==> config.mk <==
export PLATFORM = sky130hd
export DESIGN_NAME = game_referee
export DESIGN_NICKNAME = d
export VERILOG_FILES = /design/src/rtl/game_pkg.sv /design/src/rtl/phase_timer.sv /design/src/rtl/game_referee.sv
export SDC_FILE = /design/constraint.sdc
export NUM_CORES = 1
export LEC_CHECK = 0
export CELL_PAD_IN_SITES_DETAIL_PLACEMENT = 0
export CELL_PAD_IN_SITES_GLOBAL_PLACEMENT = 1
export CORE_ASPECT_RATIO = 1.4
export CORE_MARGIN = 5
export CORE_UTILIZATION = 45
export CTS_CLUSTER_SIZE = 20
export DETAILED_ROUTE_END_ITERATION = 10
export DONT_BUFFER_PORTS = 1
export GPL_TIMING_DRIVEN = 0
export PLACE_DENSITY = 0.85
export SYNTH_ARGS = -nofsm -noshare
export SYNTH_HDL_FRONTEND = slang
export SYNTH_HIERARCHICAL = 1
export SYNTH_SLANG_ARGS = --single-unit
==> constraint.sdc <==
create_clock -name clk -period 3.5 [get_ports clk]
set_input_delay 0.35 -clock clk [delete_from_list [all_inputs] [get_ports clk]]
set_output_delay 0.35 -clock clk [all_outputs]
set_load 0.02 [all_outputs]
==> src/rtl/game_pkg.sv <==
// Shared types and constants for the red-light/green-light referee.
// Holds the state encoding, status codes, level table and LFSR definition.
package game_pkg;

    typedef enum logic [2:0] {
        S_IDLE  = 3'd0,
        S_GREEN = 3'd1,
        S_RED   = 3'd2,
        S_CLEAR = 3'd3,
        S_WON   = 3'd4,
        S_LOST  = 3'd5
    } state_e;

    localparam logic [3:0] ST_IDLE      = 4'd0;
    localparam logic [3:0] ST_PLAYING   = 4'd1;
    localparam logic [3:0] ST_CAUGHT    = 4'd2;
    localparam logic [3:0] ST_NO_CLICKS = 4'd3;
    localparam logic [3:0] ST_DONE      = 4'd4;

    localparam logic [2:0] STEPS_L0 = 3'd3;
    localparam logic [2:0] STEPS_L1 = 3'd4;
    localparam logic [2:0] STEPS_L2 = 3'd5;
    localparam logic [2:0] STEPS_L3 = 3'd7;

    localparam logic [4:0] CLICKS_L0 = 5'd8;
    localparam logic [4:0] CLICKS_L1 = 5'd10;
    localparam logic [4:0] CLICKS_L2 = 5'd12;
    localparam logic [4:0] CLICKS_L3 = 5'd16;

    localparam logic [7:0] LFSR_SEED = 8'h5A;
    // taps 8,6,5,4 map to bits 7,5,4,3
    localparam logic [7:0] LFSR_TAPS = 8'hB8;

    function automatic logic [7:0] lfsr_step(logic [7:0] v);
        return {v[6:0], ^(v & LFSR_TAPS)};
    endfunction

    function automatic logic [2:0] steps_for(logic [1:0] lvl);
        logic [2:0] s;
        unique case (lvl)
            2'd0:    s = STEPS_L0;
            2'd1:    s = STEPS_L1;
            2'd2:    s = STEPS_L2;
            default: s = STEPS_L3;
        endcase
        return s;
    endfunction

    function automatic logic [4:0] clicks_for(logic [1:0] lvl);
        logic [4:0] c;
        unique case (lvl)
            2'd0:    c = CLICKS_L0;
            2'd1:    c = CLICKS_L1;
            2'd2:    c = CLICKS_L2;
            default: c = CLICKS_L3;
        endcase
        return c;
    endfunction

endpackage

==> src/rtl/phase_timer.sv <==
// Loadable 8-bit down-counter shared by the green and red phases.
// Holds at zero once it gets there; a load always wins.
module phase_timer (
    input  logic       clk,
    input  logic       rst,
    input  logic       load,
    input  logic [7:0] value,
    output logic       zero
);

    logic [7:0] count;

    // load, otherwise count down and park at zero
    always_ff @(posedge clk) begin
        if (rst) begin
            count <= 8'd0;
        end else if (load) begin
            count <= value;
        end else if (count != 8'd0) begin
            count <= count - 8'd1;
        end
    end

    assign zero = (count == 8'd0);

endmodule

==> src/rtl/game_referee.sv <==
// Referee FSM: red/green phases, levels, lives and win detection.
// All outputs are registered from next-state values.
module game_referee
    import game_pkg::*;
#(
    parameter int unsigned GREEN_MIN  = 40,
    parameter logic [7:0]  GREEN_MASK = 8'h3F,
    parameter int unsigned RED_CYCLES = 30,
    parameter int unsigned LIVES      = 3
) (
    input  logic       clk,
    input  logic       rst,
    input  logic       start,
    input  logic [2:0] position,
    input  logic [3:0] status_code,
    output logic       red,
    output logic       win,
    output logic       enable,
    output logic [4:0] max_clicks,
    output logic [2:0] max_steps,
    output logic [1:0] level,
    output logic [1:0] lives,
    output logic [2:0] state,
    output logic       rst_game
);

    localparam logic [7:0] GMIN   = 8'(GREEN_MIN);
    localparam logic [7:0] RED_LD = 8'(RED_CYCLES);
    localparam logic [1:0] LIVES0 = 2'(LIVES);

    state_e     st_q;
    state_e     st_n;
    logic [1:0] level_n;
    logic [1:0] lives_n;
    logic       rg_n;
    logic [7:0] lfsr;
    logic       tmr_load;
    logic [7:0] tmr_val;
    logic       tmr_zero;
    logic       fail;
    logic [7:0] green_ld;

    assign fail = (status_code == ST_CAUGHT) ||
                  (status_code == ST_NO_CLICKS);
    assign green_ld = GMIN + (lfsr & GREEN_MASK);
    assign state = st_q;

    phase_timer u_timer (
        .clk   (clk),
        .rst   (rst),
        .load  (tmr_load),
        .value (tmr_val),
        .zero  (tmr_zero)
    );

    // free-running pseudo-random source for green lengths
    always_ff @(posedge clk) begin
        if (rst) begin
            lfsr <= LFSR_SEED;
        end else begin
            lfsr <= lfsr_step(lfsr);
        end
    end

    // next state: caught beats goal beats phase timeout
    always_comb begin
        st_n     = st_q;
        level_n  = level;
        lives_n  = lives;
        rg_n     = 1'b0;
        tmr_load = 1'b0;
        tmr_val  = green_ld;
        unique case (st_q)
            S_IDLE, S_WON, S_LOST: begin
                if (start) begin
                    st_n     = S_GREEN;
                    level_n  = 2'd0;
                    lives_n  = LIVES0;
                    tmr_load = 1'b1;
                end
            end
            S_GREEN, S_RED: begin
                if (fail) begin
                    lives_n = lives - 2'd1;
                    if (lives == 2'd1) begin
                        st_n = S_LOST;
                    end else begin
                        st_n     = S_GREEN;
                        tmr_load = 1'b1;
                        rg_n     = 1'b1;
                    end
                end else if (position == max_steps) begin
                    st_n = S_CLEAR;
                end else if (tmr_zero) begin
                    tmr_load = 1'b1;
                    if (st_q == S_GREEN) begin
                        st_n    = S_RED;
                        tmr_val = RED_LD;
                    end else begin
                        st_n = S_GREEN;
                    end
                end
            end
            S_CLEAR: begin
                if (level == 2'd3) begin
                    st_n = S_WON;
                end else begin
                    st_n     = S_GREEN;
                    level_n  = level + 2'd1;
                    tmr_load = 1'b1;
                end
            end
            default: st_n = S_IDLE;
        endcase
    end

    // state and registered outputs
    always_ff @(posedge clk) begin
        if (rst) begin
            st_q       <= S_IDLE;
            level      <= 2'd0;
            lives      <= LIVES0;
            red        <= 1'b0;
            win        <= 1'b0;
            enable     <= 1'b0;
            max_steps  <= steps_for(2'd0);
            max_clicks <= clicks_for(2'd0);
            rst_game   <= 1'b0;
        end else begin
            st_q       <= st_n;
            level      <= level_n;
            lives      <= lives_n;
            red        <= (st_n == S_RED);
            win        <= (st_n == S_CLEAR);
            enable     <= (st_n == S_GREEN) || (st_n == S_RED);
            max_steps  <= steps_for(level_n);
            max_clicks <= clicks_for(level_n);
            rst_game   <= rg_n;
        end
    end

endmodule

==> results of run 1 <==
==> registers in the layout (all words and copies together), names as in the netlist <==
signal and flops:
lfsr 8, u_timer/count 8, max_clicks 4, max_steps 3
state 3, level 2, lives 2, enable 1
red 1, rst_game 1, win 1
==> layer usage <==
metal,global-route usage,share of wire
met2,0.295,0.55
met4,0.0467,0.013
met5,0,0
met1,0.163,0.39
met3,0.0560,0.044
==> power breakdown <==
group	internal, mW	leakage [nW]	total (mW)	switching (mW)
combinational	0.217	0.431	0.461	0.244
clock	0.159	0.0482	0.297	0.138
sequential	0.449	0.279	0.529	0.0807
==> final cells by class <==
| type | instances | area [um^2] |
|---|---|---|
| plain buffers | 8 | 56.3 |
| clock buffers | 7 | 86.3 |
| clock inverters | 1 | 5.00 |
| fillers | 370 | 1790 |
| inverters | 10 | 37.5 |
| multi-input cells | 129 | 931 |
| flip-flops and latches | 34 | 681 |
| well taps | 42 | 52.6 |
==> cell families after synthesis <==
logic type / Yosys count
AND/OR/NAND/NOR: 73
adder cells (fa/ha/maj): 9
multiplexers: 2
flip-flops: 34
buffers and inverters: 18
XOR/XNOR: 12
AO/OA/AOI/OAI: 31
other: 1
==> stage by stage <==
stage               power [mW]  area, um^2   util
detailed placement       0.996        1760  0.482
global placement         0.963        1760  0.482
floorplan                0.899        1710      -
finish                    1.29        1850  0.508
CTS                       1.30        1850  0.508
global route              1.38        1850  0.508
==> cells in the mapped netlist, types with 2 or more instances <==
| library cell | instances |
|---|---|
| a211o_1 | 2 |
| a21oi_1 | 9 |
| a31oi_1 | 2 |
| buf_6 | 3 |
| clkbuf_1 | 4 |
| dfxtp_1 | 34 |
| ha_1 | 9 |
| inv_1 | 10 |
| mux2i_1 | 2 |
| nand2_1 | 12 |
| nand2b_1 | 5 |
| nand3_1 | 2 |
| nor2_1 | 12 |
| nor2b_1 | 8 |
| nor3_1 | 7 |
| nor3b_1 | 3 |
| o32ai_1 | 5 |
| or2_2 | 7 |
| or3_1 | 2 |
| xnor2_1 | 6 |
| xor2_1 | 5 |
==> final timing paths <==
kind                                         end  slack, ns
worst max-delay path            u_timer/count[7]       1.09
worst max register to register  u_timer/count[7]       1.09
worst min register to register           lfsr[1]       0.44
worst min-delay path               max_clicks[4]       0.15
==> impl_metrics.py, run 1 <==
metrics = {
    "cells_and_area": {
        "layout_commonest_cell": "dfxtp_1",
        "layout.cells.non_filler": 231,
        "drive_above_1_share": 0.153,
        "nets": 207,
        "area_growth_pct": 8.68,
        "diodes": 0,
        "layout_common_cells": "34 x dfxtp_1, 12 x nor2_1, 12 x nand2_1",
    },
    "clock_tree": {
        "post_cts_buffers": 0,
        "cts.path.max_buffers": 2,
        "clkTransAtPathRegs_ns": 0.07,
        "cts_made_buffers": 5,
        "clock_latency_ns": 0.28,
        "cts_hold_buf": 0,
        "cts_resized": 0,
        "cts_sinks": 34,
        "cts_max_level": 2,
        "cts_root_buf": "clkbuf_8",
        "cts_tree": "built",
    },
    "place": {
        "post-place-ws_ns": 1.13,
        "dpl.cell_count": 223,
        "numPortBuffers": 0,
        "dp_hpwl_um": 2690,
        "gp_congestion": 0.810,
    },
    "synth": {
        "yosysTopAreaCell": "dfxtp_1",
        "yosys.area_share.simple": 0.263,
        "synth_area_per_cell_um2": 9.45,
        "synth.area.top_cells": "dfxtp_1 40%, ha_1 6.6%, xnor2_1 3.1%",
        "ys_seq_area_frac": 0.400,
        "synth_compound_gate_area_share": 0.136,
        "synthMuxAreaShare": 0.0118,
        "syn_inst": 180,
        "synth-edff-count": 0,
        "synth_top_area_share": 0.400,
        "synth-adder-area-share": 0.0662,
        "yosys_warnings": 6,
        "synth_top_family_by_area": "simple AND/OR/NAND/NOR gates",
        "ys_ff_latch": 34,
        "syn_area_mm2": 0.00170,
        "synth-main-ff-cell": "dfxtp_1",
        "synth_cell_types": 52,
        "postSynth.asyncResetShare": 0,
        "synth_xor_area_frac": 0.0662,
    },
    "drt": {
        "routed_wl_um": 3490,
        "first_pass_iters": 4,
        "drc": 0,
        "drt-initial-drc-count": 41,
        "wl_per_cell_um": 15.1,
        "route.vias.total": 1258,
        "avgViaCountPerCell": 5.45,
        "antenna_left": 0,
    },
    "global_route": {
        "grt_pass1_vias": 1340,
        "grt_first_pass_wirelength_um": 6100,
        "grt_antenna_before_repair": 0,
        "grtUsageTotal": 0.160,
        "grt_max_degree": 12,
        "gr-total-overflow": 0,
    },
    "critical_path": {
        "path_class": "reg2reg",
        "crit_chain": "inv_1, ha_1, and4bb_1, buf_6, nand2_1, o22ai_1, a211o_1, clkbuf_1, a311oi_1, nor3_1",
        "critical_path.top_delay_family": "compound AO/OA/AOI/OAI gates",
        "start_kind": "register",
        "end_kind": "register",
        "r2r_start": "u_timer/count[0]",
        "crit_buf_inv": 3,
        "startpoint": "u_timer/count[0]",
        "cp_slowest_cell": "dfxtp_1",
        "cp.depth": 10,
        "arrival_ns": 2.57,
        "crit_required_ns": 3.66,
        "rr_worst_depth": 10,
        "max_stage_delay_ns": 0.39,
        "path_max_fanout": 11,
    },
    "pwr": {
        "vdd_drop_max_v": 0.000540,
        "leakagePower_nw": 0.759,
        "p_per_area_mw_per_mm2": 696,
    },
    "die": {
        "die_w_um": 62.0,
        "core-area_mm2": 0.00364,
        "start_util": 0.467,
        "die_height_um": 82.8,
        "ios": 29,
        "dieArea_mm2": 0.00513,
        "rows": 26,
    },
    "hold_path": {
        "hold_class": "in2reg",
        "min_path_cells": 1,
        "hold_path.startpoint": "rst",
    },
    "job": {
        "cap_violations": 0,
    },
    "timing": {
        "max_freq_ghz": 0.415,
        "fin_ws_ns": 1.09,
        "fin_tns_setup_ns": 0,
        "setup_viol": 0,
        "skew_ns": 0.00398,
        "slew_violations": 0,
        "finalHoldWorstSlack_ns": 0.148,
        "finalCriticalPeriod_ns": 2.41,
        "hold_violations": 0,
        "finalCritPeriodShare": 0.689,
        "rsz0062_at_grt": "no",
    },
    "outcome": {
        "outcome": "finished, final reports clean",
    },
}
Power figures use the tool's default switching activity.
==> inputs of run 2 (changes only) <==
Settings changed: CORE_UTILIZATION 45 to 42, PLACE_DENSITY 0.85 to 0.84.
Clock period 3.5 ns to 2.2 ns, I/O delays scaled along.
==> run 2 against run 1 <==
Compared with the run above:
- clock skew increased by 0.0050 ns
- sequential power increased by 60%
- sequential share of layout area decreased by 1.9 points
- count of clock-buffer cells in the layout decreased by 1
- design area increased by 5.8%
- routed wire length increased by 2.1%
- core utilization decreased by 0.82 points
- highest routed layer unchanged
==> impl_metrics.py, run 2 (synthesis gave the netlist of run 1 again) <==
metrics = {
    "place": {
        "numPortBuffers": 0,
        "post-place-ws_ns": -0.128,
        "gp_congestion": 0.789,
        "dpl.cell_count": 224,
        "dp_hpwl_um": 2630,
    },
    "clock_tree": {
        "cts_made_buffers": 5,
        "clkTransAtPathRegs_ns": 0.07,
        "cts_tree": "built",
        "cts_hold_buf": 0,
        "cts_root_buf": "clkbuf_8",
        "clock_latency_ns": 0.27,
        "cts.path.max_buffers": 2,
        "cts_max_level": 2,
        "cts_sinks": 34,
    },
    "global_route": {
        "grt_first_pass_wirelength_um": 5840,
        "grt_antenna_before_repair": 0,
        "grt_pass1_vias": 1306,
        "gr-total-overflow": 0,
        "grtUsageTotal": 0.132,
        "grt_max_degree": 12,
    },
    "cells_and_area": {
        "nFillCells": 369,
        "layout.cells.non_filler": 241,
        "diodes": 0,
        "area_growth_pct": 15.0,
        "fin_util": 0.499,
        "nets": 216,
        "drive_above_1_share": 0.227,
        "largest_registers": "lfsr: 8 flops, u_timer/count: 8 flops, max_clicks: 4 flops",
        "layout_common_cells": "32 x dfxtp_1, 12 x nor2_1, 12 x nand2_1",
        "layout_commonest_cell": "dfxtp_1",
    },
    "drt": {
        "drc": 0,
        "wl_per_cell_um": 14.8,
        "routed_wl_um": 3560,
        "antenna_left": 0,
        "route.vias.total": 1285,
        "drt-initial-drc-count": 12,
        "first_pass_iters": 4,
        "avgViaCountPerCell": 5.33,
    },
    "pwr": {
        "p_total_mw": 2.19,
        "leakagePower_nw": 0.812,
        "p_per_area_mw_per_mm2": 1120,
        "vdd_drop_max_v": 0.000834,
    },
    "timing": {
        "fin_tns_setup_ns": 0,
        "max_freq_ghz": 0.470,
        "finalCriticalPeriod_ns": 2.13,
        "slew_violations": 0,
        "skew_ns": 0.00898,
        "finalCritPeriodShare": 0.966,
        "hold_violations": 0,
        "fin_ws_ns": 0.0738,
        "setup_viol": 0,
    },
    "die": {
        "die_height_um": 85.3,
        "rows": 27,
        "ios": 29,
        "dieArea_mm2": 0.00544,
        "die_w_um": 63.8,
        "start_util": 0.434,
        "core-area_mm2": 0.00392,
    },
    "critical_path": {
        "path_max_fanout": 8,
        "start_kind": "register",
        "rr_worst_depth": 9,
        "path_class": "reg2reg",
        "arrival_ns": 2.33,
        "end_kind": "register",
        "crit_required_ns": 2.40,
    },
    "hold_path": {
        "hold_class": "in2reg",
        "min_path_cells": 1,
    },
    "job": {
        "cap_violations": 0,
    },
    "outcome": {
        "outcome": "finished, final reports clean",
    },
}
-- run 2: critical path, stage by stage, from the launching register on --
cell      delay, ns
dfxtp_2        0.35
inv_1          0.08
ha_4           0.18
and4bb_1       0.21
buf_6          0.14
nand2_1        0.05
o22ai_1        0.07
a211o_1        0.39
or4_4          0.50
o211ai_2       0.08
-- run 2: area by class of cell --
type	instances	area, um^2	area share
Buffer	8	63.8	0.0326
Clock buffer	6	82.6	0.0422
Clock inverter	2	12.5	0.00639
Inverter	10	37.5	0.0192
Multi-Input combinational cell	129	958	0.490
Sequential cell	34	683	0.349
Tap cell	43	53.8	0.0275
Timing Repair Buffer	9	65.1	0.0332
-- run 2: layer usage --
layer | vias to the layer above | track usage | wire, um
li1 | 658 | - | -
met1 | 597 | 0.137 | 1370
met2 | 28 | 0.242 | 1950
met3 | 2 | 0.0411 | 218
met4 | 0 | 0.0454 | 23
met5 | - | 0 | 0
-- run 2: metrics by stage --
step | hold WS (ns) | cell area [um^2]
after floorplan | 0.303 | 1710
after global placement | 0.309 | 1760
after detailed placement | 0.308 | 1760
after CTS | 0.00856 | 1870
after global routing | 0.00673 | 1960
final | 0.0179 | 1960
-- run 2: path summary, 6_finish.rpt --
| path | slack (ns) | endpoint | startpoint |
|---|---|---|---|
| hold reg to reg | 0.44 | lfsr[1] | lfsr[0] |
| setup / recovery | 0.07 | u_timer/count[0] | u_timer/count[0] |
| hold / removal | 0.02 | max_clicks[4] | rst |
| setup reg to reg | 0.07 | u_timer/count[0] | u_timer/count[0] |
-- run 2: repair_timing --
item                                    4_1_cts  5_1_grt
setup buffers                                 1        7
pin swaps                                     1        6
resized for setup                             4        8
gates cloned                                  0        1
endpoints found under the setup margin        8        8
-- run 2: power breakdown --
group	internal, mW	total, mW	leakage, nW	switching, mW
Combinational	0.461	0.874	0.485	0.413
Sequential	0.718	0.846	0.280	0.128
Clock	0.251	0.468	0.0472	0.217
Total	1.43	2.19	0.812	0.758
